`src/rtl/bit_packer_stream_if.sv`:
```
// Beat-in / word-out stream bundle for bit_packer_stream, plus the frame status outputs.
// The slave modport is the packer's view; master is the view of whatever drives and drains it.
interface bit_packer_stream_if #(
   parameter int CHANNELS = 4,
   parameter int WORD_W   = 8
);
   localparam int NB_W = $clog2(WORD_W + 1);

   logic                in_valid;
   logic                in_ready;
   logic [CHANNELS-1:0] in_bits;
   logic                in_last;

   logic                out_valid;
   logic                out_ready;
   logic [WORD_W-1:0]   out_data;
   logic [NB_W-1:0]     out_nbits;
   logic                out_last;

   logic                frame_done;
   logic [15:0]         word_count;

   modport slave (
      input  in_valid, in_bits, in_last, out_ready,
      output in_ready, out_valid, out_data, out_nbits, out_last, frame_done, word_count
   );

   modport master (
      output in_valid, in_bits, in_last, out_ready,
      input  in_ready, out_valid, out_data, out_nbits, out_last, frame_done, word_count
   );
endinterface

```
`src/rtl/bit_packer_stream.sv`:
```
// Packs CHANNELS-bit binary beats into WORD_W-bit words; in_last flushes a partial word with its bit count.
// A word is visible the cycle after its completing beat; in_ready drops only while a held word waits on out_ready.
module bit_packer_stream #(
   parameter int CHANNELS  = 4,
   parameter int WORD_W    = 8,
   parameter bit MSB_FIRST = 1'b0
) (
   input  logic                 clk,
   input  logic                 reset,
   bit_packer_stream_if.slave   bus
);
   localparam int NB_W = $clog2(WORD_W + 1);
   localparam logic [NB_W-1:0] STEP = NB_W'(CHANNELS);
   localparam logic [NB_W-1:0] FULL = NB_W'(WORD_W);

   generate
      if (CHANNELS < 1 || CHANNELS > 16 || (WORD_W % CHANNELS) != 0) begin : g_bad_params
         $error("bit_packer_stream: CHANNELS must be 1..16 and divide WORD_W");
      end
   endgenerate

   logic [WORD_W-1:0] acc;
   logic [NB_W-1:0]   fill;
   logic [WORD_W-1:0] beat_word;
   logic [WORD_W-1:0] merged;
   logic [NB_W-1:0]   fill_next;

   logic [WORD_W-1:0] out_data_q;
   logic [NB_W-1:0]   out_nbits_q;
   logic              out_valid_q;
   logic              out_last_q;
   logic              frame_done_q;
   logic [15:0]       word_count_q;

   logic in_ready_c;
   logic accept;
   logic complete;
   logic out_xfer;

   // The beat is first laid out as if fill were 0, then shifted into place.
   always_comb begin
      beat_word = '0;
      for (int i = 0; i < CHANNELS; i++) begin
         if (MSB_FIRST)
            beat_word[WORD_W-1-i] = bus.in_bits[i];
         else
            beat_word[i] = bus.in_bits[i];
      end
      if (MSB_FIRST)
         merged = acc | (beat_word >> fill);
      else
         merged = acc | (beat_word << fill);
   end

   assign in_ready_c = !reset && (!out_valid_q || bus.out_ready);
   assign accept     = bus.in_valid && in_ready_c;
   assign fill_next  = fill + STEP;
   assign complete   = (fill_next == FULL) || bus.in_last;
   assign out_xfer   = out_valid_q && bus.out_ready;

   always_ff @(posedge clk or posedge reset) begin
      if (reset) begin
         acc          <= '0;
         fill         <= '0;
         out_data_q   <= '0;
         out_nbits_q  <= '0;
         out_valid_q  <= 1'b0;
         out_last_q   <= 1'b0;
         frame_done_q <= 1'b0;
         word_count_q <= '0;
      end else begin
         if (accept) begin
            if (complete) begin
               out_data_q  <= merged;
               out_nbits_q <= fill_next;
               out_last_q  <= bus.in_last;
               acc         <= '0;
               fill        <= '0;
            end else begin
               acc  <= merged;
               fill <= fill_next;
            end
         end

         // A completing beat in the same cycle as a transfer keeps valid high.
         if (accept && complete)
            out_valid_q <= 1'b1;
         else if (out_xfer)
            out_valid_q <= 1'b0;

         frame_done_q <= out_xfer && out_last_q;

         // The next frame's first word may already transfer while frame_done is high.
         if (frame_done_q)
            word_count_q <= out_xfer ? 16'd1 : 16'd0;
         else if (out_xfer && word_count_q != 16'hFFFF)
            word_count_q <= word_count_q + 16'd1;
      end
   end

   assign bus.in_ready   = in_ready_c;
   assign bus.out_valid  = out_valid_q;
   assign bus.out_data   = out_data_q;
   assign bus.out_nbits  = out_nbits_q;
   assign bus.out_last   = out_last_q;
   assign bus.frame_done = frame_done_q;
   assign bus.word_count = word_count_q;
endmodule

```
`src/flat_wrapper.sv`:
```
// flat-port wrapper written by rule: the top's interface ports become plain ports
module bit_packer_stream_flat 
#(
   parameter int CHANNELS  = 4,
   parameter int WORD_W    = 8,
   parameter bit MSB_FIRST = 1'b0
)
  (clk, reset, bus_in_valid, bus_in_bits, bus_in_last, bus_out_ready, bus_in_ready, bus_out_valid, bus_out_data, bus_out_nbits, bus_out_last, bus_frame_done, bus_word_count);
  bit_packer_stream_if #(.CHANNELS(CHANNELS), .WORD_W(WORD_W)) bus_i ();
  input  logic clk;
  input  logic reset;
  input wire logic [$bits(bus_i.in_valid)-1:0] bus_in_valid;
  input wire logic [$bits(bus_i.in_bits)-1:0] bus_in_bits;
  input wire logic [$bits(bus_i.in_last)-1:0] bus_in_last;
  input wire logic [$bits(bus_i.out_ready)-1:0] bus_out_ready;
  output wire logic [$bits(bus_i.in_ready)-1:0] bus_in_ready;
  output wire logic [$bits(bus_i.out_valid)-1:0] bus_out_valid;
  output wire logic [$bits(bus_i.out_data)-1:0] bus_out_data;
  output wire logic [$bits(bus_i.out_nbits)-1:0] bus_out_nbits;
  output wire logic [$bits(bus_i.out_last)-1:0] bus_out_last;
  output wire logic [$bits(bus_i.frame_done)-1:0] bus_frame_done;
  output wire logic [$bits(bus_i.word_count)-1:0] bus_word_count;
  assign bus_i.in_valid = bus_in_valid;
  assign bus_i.in_bits = bus_in_bits;
  assign bus_i.in_last = bus_in_last;
  assign bus_i.out_ready = bus_out_ready;
  assign bus_in_ready = bus_i.in_ready;
  assign bus_out_valid = bus_i.out_valid;
  assign bus_out_data = bus_i.out_data;
  assign bus_out_nbits = bus_i.out_nbits;
  assign bus_out_last = bus_i.out_last;
  assign bus_frame_done = bus_i.frame_done;
  assign bus_word_count = bus_i.word_count;
  bit_packer_stream #(.CHANNELS(CHANNELS), .WORD_W(WORD_W), .MSB_FIRST(MSB_FIRST)) u_core (.clk(clk), .reset(reset), .bus(bus_i));
endmodule
```
`config.mk`:
```
export PLATFORM = sky130hd
export DESIGN_NAME = bit_packer_stream_flat
export DESIGN_NICKNAME = d
export VERILOG_FILES = /design/src/rtl/bit_packer_stream_if.sv /design/src/rtl/bit_packer_stream.sv /design/src/flat_wrapper.sv
export SDC_FILE = /design/constraint.sdc
export NUM_CORES = 1
export LEC_CHECK = 0
export CAP_MARGIN = 20
export CORE_ASPECT_RATIO = 1.25
export CORE_MARGIN = 2
export CORE_UTILIZATION = 40
export DETAILED_ROUTE_END_ITERATION = 16
export PLACE_DENSITY_LB_ADDON = 0.2
export SLEW_MARGIN = 0
export SYNTH_ARGS = -nofsm -noshare
export SYNTH_HDL_FRONTEND = slang
export SYNTH_SLANG_ARGS = --single-unit
```
`constraint.sdc`:
```
create_clock -name clk -period 4.69 [get_ports clk]
set_clock_uncertainty 0.15 [all_clocks]
set_input_delay 0.938 -clock clk [delete_from_list [all_inputs] [get_ports clk]]
set_output_delay 0.938 -clock clk [all_outputs]
set_load 0.01 [all_outputs]
```
==> results of run 1 <==
## final cells by class
cell class,instances,area [sq um],area share [%]
Clock buffer,6,82.6,3.37
Clock inverter,2,35.0,1.43
Inverter,3,11.3,0.460
Multi-Input combinational cell,140,873,35.7
Sequential cell,39,976,39.9
Tap cell,60,75.1,3.07
Timing Repair Buffer,40,395,16.1
## power breakdown
group / internal [uW] / total (uW) / switching [uW]
registers: 410 / 475 / 64.4
logic: 154 / 290 / 136
clock network: 172 / 287 / 115
total: 736 / 1050 / 316
## layout by cell type (no fill, tap or decap), types with 3 or more instances in the layout
| cell | n |
|---|---|
| dfrtp_1 | 39 |
| o31ai_1 | 4 |
| a31oi_1 | 9 |
| nor2_1 | 30 |
| a21oi_1 | 26 |
| or3_1 | 4 |
| nand3_1 | 6 |
| mux2_2 | 4 |
| nand2_1 | 6 |
| nand4_1 | 5 |
| nor2b_1 | 6 |
| clkbuf_8 | 6 |
| clkdlybuf4s50_1 | 38 |
| inv_1 | 3 |
| or4_1 | 4 |
| ha_1 | 3 |
| o21ai_0 | 3 |
## worst paths after layout
check                                    startpoint                        to  slack (ps)  cells past startpoint
max                                   bus_out_ready              bus_in_ready        1300                      4
min                                   u_core.acc[7]             u_core.acc[7]         350                      2
max reg2reg                u_core.bus.word_count[0]  u_core.bus.word_count[1]        2360                      5
min reg2reg                           u_core.acc[7]             u_core.acc[7]         350                      2
max in group asynchronous                     reset    u_core.bus.out_data[7]        2680                      3
min in group asynchronous                     reset  u_core.bus.word_count[8]         950                      2
## logic make-up (layout without fill, tap and decap cells)
logic type | Yosys count | in the layout
compound gates | 50 | 50
fa+ha+maj | 3 | 3
buf+inv | 13 | 51
flops | 39 | 39
mux | 6 | 6
other cells | 1 | 2
simple gates | 79 | 79
## state kept, by name, summed over array words and instances, names as in the netlist
register	cells
u_core.bus.word_count	16
u_core.acc	8
u_core.bus.out_data	8
u_core.bus.out_nbits	2
u_core.fill	2
u_core.bus.frame_done	1
u_core.bus.out_last	1
u_core.bus.out_valid	1
## metal layers
| metal | vias to the layer above | track usage [%] | part of all wire (%) |
|---|---|---|---|
| li1 | 771 | - | - |
| met1 | 754 | 20.3 | 45 |
| met2 | 33 | 28.4 | 50 |
| met3 | 2 | 3.05 | 4.4 |
| met4 | 0 | 7.08 | 0.78 |
| met5 | - | 0 | 0 |
## critical path, cell delays in order
cell and delay [ps]:
clkdlybuf4s50_1 490, nor2b_1 320, nor2_1 70, clkdlybuf4s50_1 480
## per-stage QoR
| stage | setup slack [ps] | cells |
|---|---|---|
| after floorplan | 2360 | 192 |
| after global placement | 1300 | 282 |
| after detailed placement | 1290 | 282 |
| after CTS | 1280 | 290 |
| after global routing | 1210 | 290 |
| final | 1300 | 290 |
==> impl_metrics.toml, run 1 <==
[status]
outcome = "finished clean"

[route]
first_iter_violations = 61
viasPerCell = 5.38
dr.pass1.iters = 4
avgRoutedWirePerCell_microns = 14.1
vias = 1560
drc = 0
totalWireLength_mm = 4.08
ant_nets = 0

[synth]
synth-seq-cells = 39
synth_top_family_by_area = "simple AND/OR/NAND/NOR gates"
synth_top_area_share_pct = 51.3
ys_seq_area_share_pct = 51.3
synth_mux_area_share_pct = 3.42
synth_area_leaders = "dfrtp_1 (51%), a21oi_1 (6.8%), nor2_1 (5.9%), a31oi_1 (3.0%), mux2_2 (2.4%)"
post-synth-top-count-cell = "dfrtp_1"
synth_compound_area_share_pct = 15.7
synth-simple-area-share_pct = 24.1
avgSynthCellArea_sq_um = 9.96
yosys-top-cells-count = "dfrtp_1 (39), nor2_1 (30), a21oi_1 (26)"
synth_warnings = 0
yosys.area_share.xor_xnor_pct = 0
syn_inst = 191
syn_area_sq_mm = 0.00190
synth_edf_count = 0
synth_adder_area_share_pct = 1.97
ys_types = 42
yosysTopAreaCell = "dfrtp_1"
async_reset_ff_share_pct = 100
synthFlopType = "dfrtp_1"

[pwr]
total_leakage_power_uw = 0.00102
p_per_area_mw_per_mm2 = 430
irDropWorstVdd_mv = 0.354
power_uw = 1050

[layout]
post-route-util_pct = 52.6
stdcell_area_sq_mm = 0.00245
area_growth_pct = 28.7
diodes = 0
layout-drive-gt1-share_pct = 10.0
nFillCells = 439
layout.nets = 241

[floorplanning]
die_area_sq_mm = 0.00533
io_pins = 41
die_y_microns = 81.1
initial_utilization_pct = 40.8
row_count = 28
core_area_sq_mm = 0.00466
die_w_microns = 65.7

[worst_setup_path]
critPathKind = "in2out"
crit_path_end_kind = "output pin"
cp.required_ps = 3600
cp_data_arrival_time_ps = 2310
cp_max_fo = 6
cp-start-kind = "primary input"

[sta]
final.setup.tns_ps = 0
finalHoldViolations = 0
tightest_slew_ps = 936
setup_viol = 0
final_max_slew_viol_count = 0
fin_crit_sh_pct = 72.4
slew_headroom_pct = 36.9
whs_ps = 349
grt_setup_unrepaired = "no"
max_freq_mhz = 295
period_minus_slack_ps = 3390

[clocking]
cts_buffer_depth = 2
cts_sinks = 39
htreeDepth = 2
cts_resized = 0
clkSlewWorstSetupHoldPaths_ps = 70
cts_tree = "done"
cts-root-buf = "clkbuf_8"
clock_latency_ps = 280
cts_buffers = 5
post_cts_buffers = 0
cts_hold_buf = 0

[worst_hold_path]
hold_class = "reg2reg"

[global_routing]
grt_max_degree = 30
grt_use_total_pct = 16.6
overflow = 0
grt_pass1_wl_mm = 6.70
antenna_found_initial = 0
grt_pass1_vias = 1434

[placement]
dpl_cell_area_sq_mm = 0.00233
io_buffers = 38
place.detailed.hpwl_mm = 2.91
place_congestion = 0.848

[run]
drv_cap = 0
No activity file was read; power rests on OpenSTA's default activity.
==> inputs of run 2 (changes only) <==
==> constraint.sdc (replaced) <==
create_clock -name clk -period 2.9 [get_ports clk]
set_clock_uncertainty 0.15 [all_clocks]
set_input_delay 0.58 -clock clk [delete_from_list [all_inputs] [get_ports clk]]
set_output_delay 0.58 -clock clk [all_outputs]
set_load 0.01 [all_outputs]
==> impl_metrics.toml, run 2 (synthesis results as in run 1) <==
[route]
dr.pass1.iters = 4
vias = 1624
ant_nets = 0
drc = 0
viasPerCell = 5.56
totalWireLength_mm = 4.16
avgRoutedWirePerCell_microns = 14.2
first_iter_violations = 72

[clocking]
cts-root-buf = "clkbuf_8"
htreeDepth = 2
cts_buffers = 5
cts_resized = 0
post_cts_buffers = 0
cts_tree = "done"
cts_buffer_depth = 2
cts_sinks = 39
clock_latency_ps = 300
clkSlewWorstSetupHoldPaths_ps = 90
cts_hold_buf = 0

[placement]
place.detailed.hpwl_mm = 2.91
dpl_cell_area_sq_mm = 0.00235
pre_cts_slack_ps = 186
place_congestion = 0.840
io_buffers = 38

[sta]
setup_viol = 0
tightest_slew_ps = 869
final.setup.tns_ps = 0
whs_ps = 357
fin_crit_sh_pct = 93.7
slew_headroom_pct = 41.4
timing.final.ws_setup_ps = 184
grt_setup_unrepaired = "no"
max_freq_mhz = 368
final_max_slew_viol_count = 0
finalHoldViolations = 0
period_minus_slack_ps = 2720

[run]
drv_cap = 0

[layout]
final_common_cell = "dfrtp_1"
most-common-layout-cells = "dfrtp_1 (39), clkdlybuf4s50_1 (38), nor2_1 (30), a21oi_1 (26), a31oi_1 (9)"
area_growth_pct = 28.1
diodes = 0
layout-drive-gt1-share_pct = 10.8
largest_register_ffs = 16
stdcell_area_sq_mm = 0.00244
layout.nets = 243
post-route-util_pct = 52.3

[floorplanning]
initial_utilization_pct = 40.8
die_w_microns = 65.7
core_area_sq_mm = 0.00466
die_area_sq_mm = 0.00533
die_y_microns = 81.1
row_count = 28
io_pins = 41

[pwr]
power_switching_share_pct = 33.0
p_per_area_mw_per_mm2 = 665
total_leakage_power_uw = 0.00101
clock_power_share_pct = 23.7
comb_power_share_pct = 29.5
pwr-share-seq_pct = 46.9
irDropWorstVdd_mv = 0.385
switchingPower_uw = 536
internal_power_uw = 1090

[worst_setup_path]
cp.required_ps = 2170
crit_path_end_kind = "output pin"
cp_max_fo = 6
critPathKind = "in2out"
cp-start-kind = "primary input"
cp_data_arrival_time_ps = 1990

[global_routing]
grt_max_degree = 40
grt_pass1_wl_mm = 7.11
grt_pass1_vias = 1573
grt_use_total_pct = 17.2
antenna_found_initial = 0
overflow = 0

[status]
outcome = "finished clean"

[worst_hold_path]
hold_class = "reg2reg"
-- run 2: final timing paths --
check                      depth (start not counted)  slack (ps)                     start                   endpoint
setup / recovery                                   4         180             bus_out_ready               bus_in_ready
hold / removal                                     2         360             u_core.acc[5]              u_core.acc[5]
setup reg to reg                                   5         670  u_core.bus.word_count[0]   u_core.bus.word_count[1]
hold reg to reg                                    2         360             u_core.acc[5]              u_core.acc[5]
max in group asynchronous                          3        1580                     reset  u_core.bus.word_count[13]
min in group asynchronous                          3         670                     reset  u_core.bus.word_count[10]
-- run 2: cell type report --
type | instances | area, sq um
timing repair buffer | 42 | 410
fill | 441 | 2220
multi-input combinational | 140 | 873
clock inverter | 3 | 23.8
tap | 60 | 75.1
inverter | 3 | 11.3
sequential | 39 | 976
clock buffer | 5 | 68.8
-- run 2: layer usage --
| metal | wire (microns) | vias to the layer above | track usage (%) |
|---|---|---|---|
| met5 | 0 | - | 0 |
| met4 | 83 | 0 | 7.71 |
| met3 | 178 | 11 | 4.43 |
| met2 | 2120 | 42 | 29.8 |
| met1 | 1780 | 792 | 19.9 |
| li1 | - | 779 | - |
-- run 2: power groups by stage --
stage,clock [uW],sequential [uW],combinational (uW)
CTS,396,763,484
floorplan,0,790,215
detailed placement,0,773,482
finish,384,761,478
global route,421,780,542
global placement,0,771,473
-- run 2: per-stage QoR --
stage	instances	total power, uW
4_1_cts	292	1640
6_report	292	1620
5_1_grt	292	1740
2_1_floorplan	192	1000
3_3_place_gp	284	1240
3_5_place_dp	284	1260
-- run 2: critical path: stages --
cell and delay (ps):
clkdlybuf4s50_1 500, nor2b_1 330, nor2_1 80, clkdlybuf4s50_1 490
==> inputs of run 3 (changes only) <==
--- a/config.mk
+++ b/config.mk
@@ -11,7 +11,7 @@
 export CORE_UTILIZATION = 40
 export DETAILED_ROUTE_END_ITERATION = 16
 export PLACE_DENSITY_LB_ADDON = 0.2
-export SLEW_MARGIN = 0
+export SLEW_MARGIN = 20
 export SYNTH_ARGS = -nofsm -noshare
 export SYNTH_HDL_FRONTEND = slang
 export SYNTH_SLANG_ARGS = --single-unit
==> results of run 3 <==
No change in the layout: final DEF, timing and power equal those of run 2.
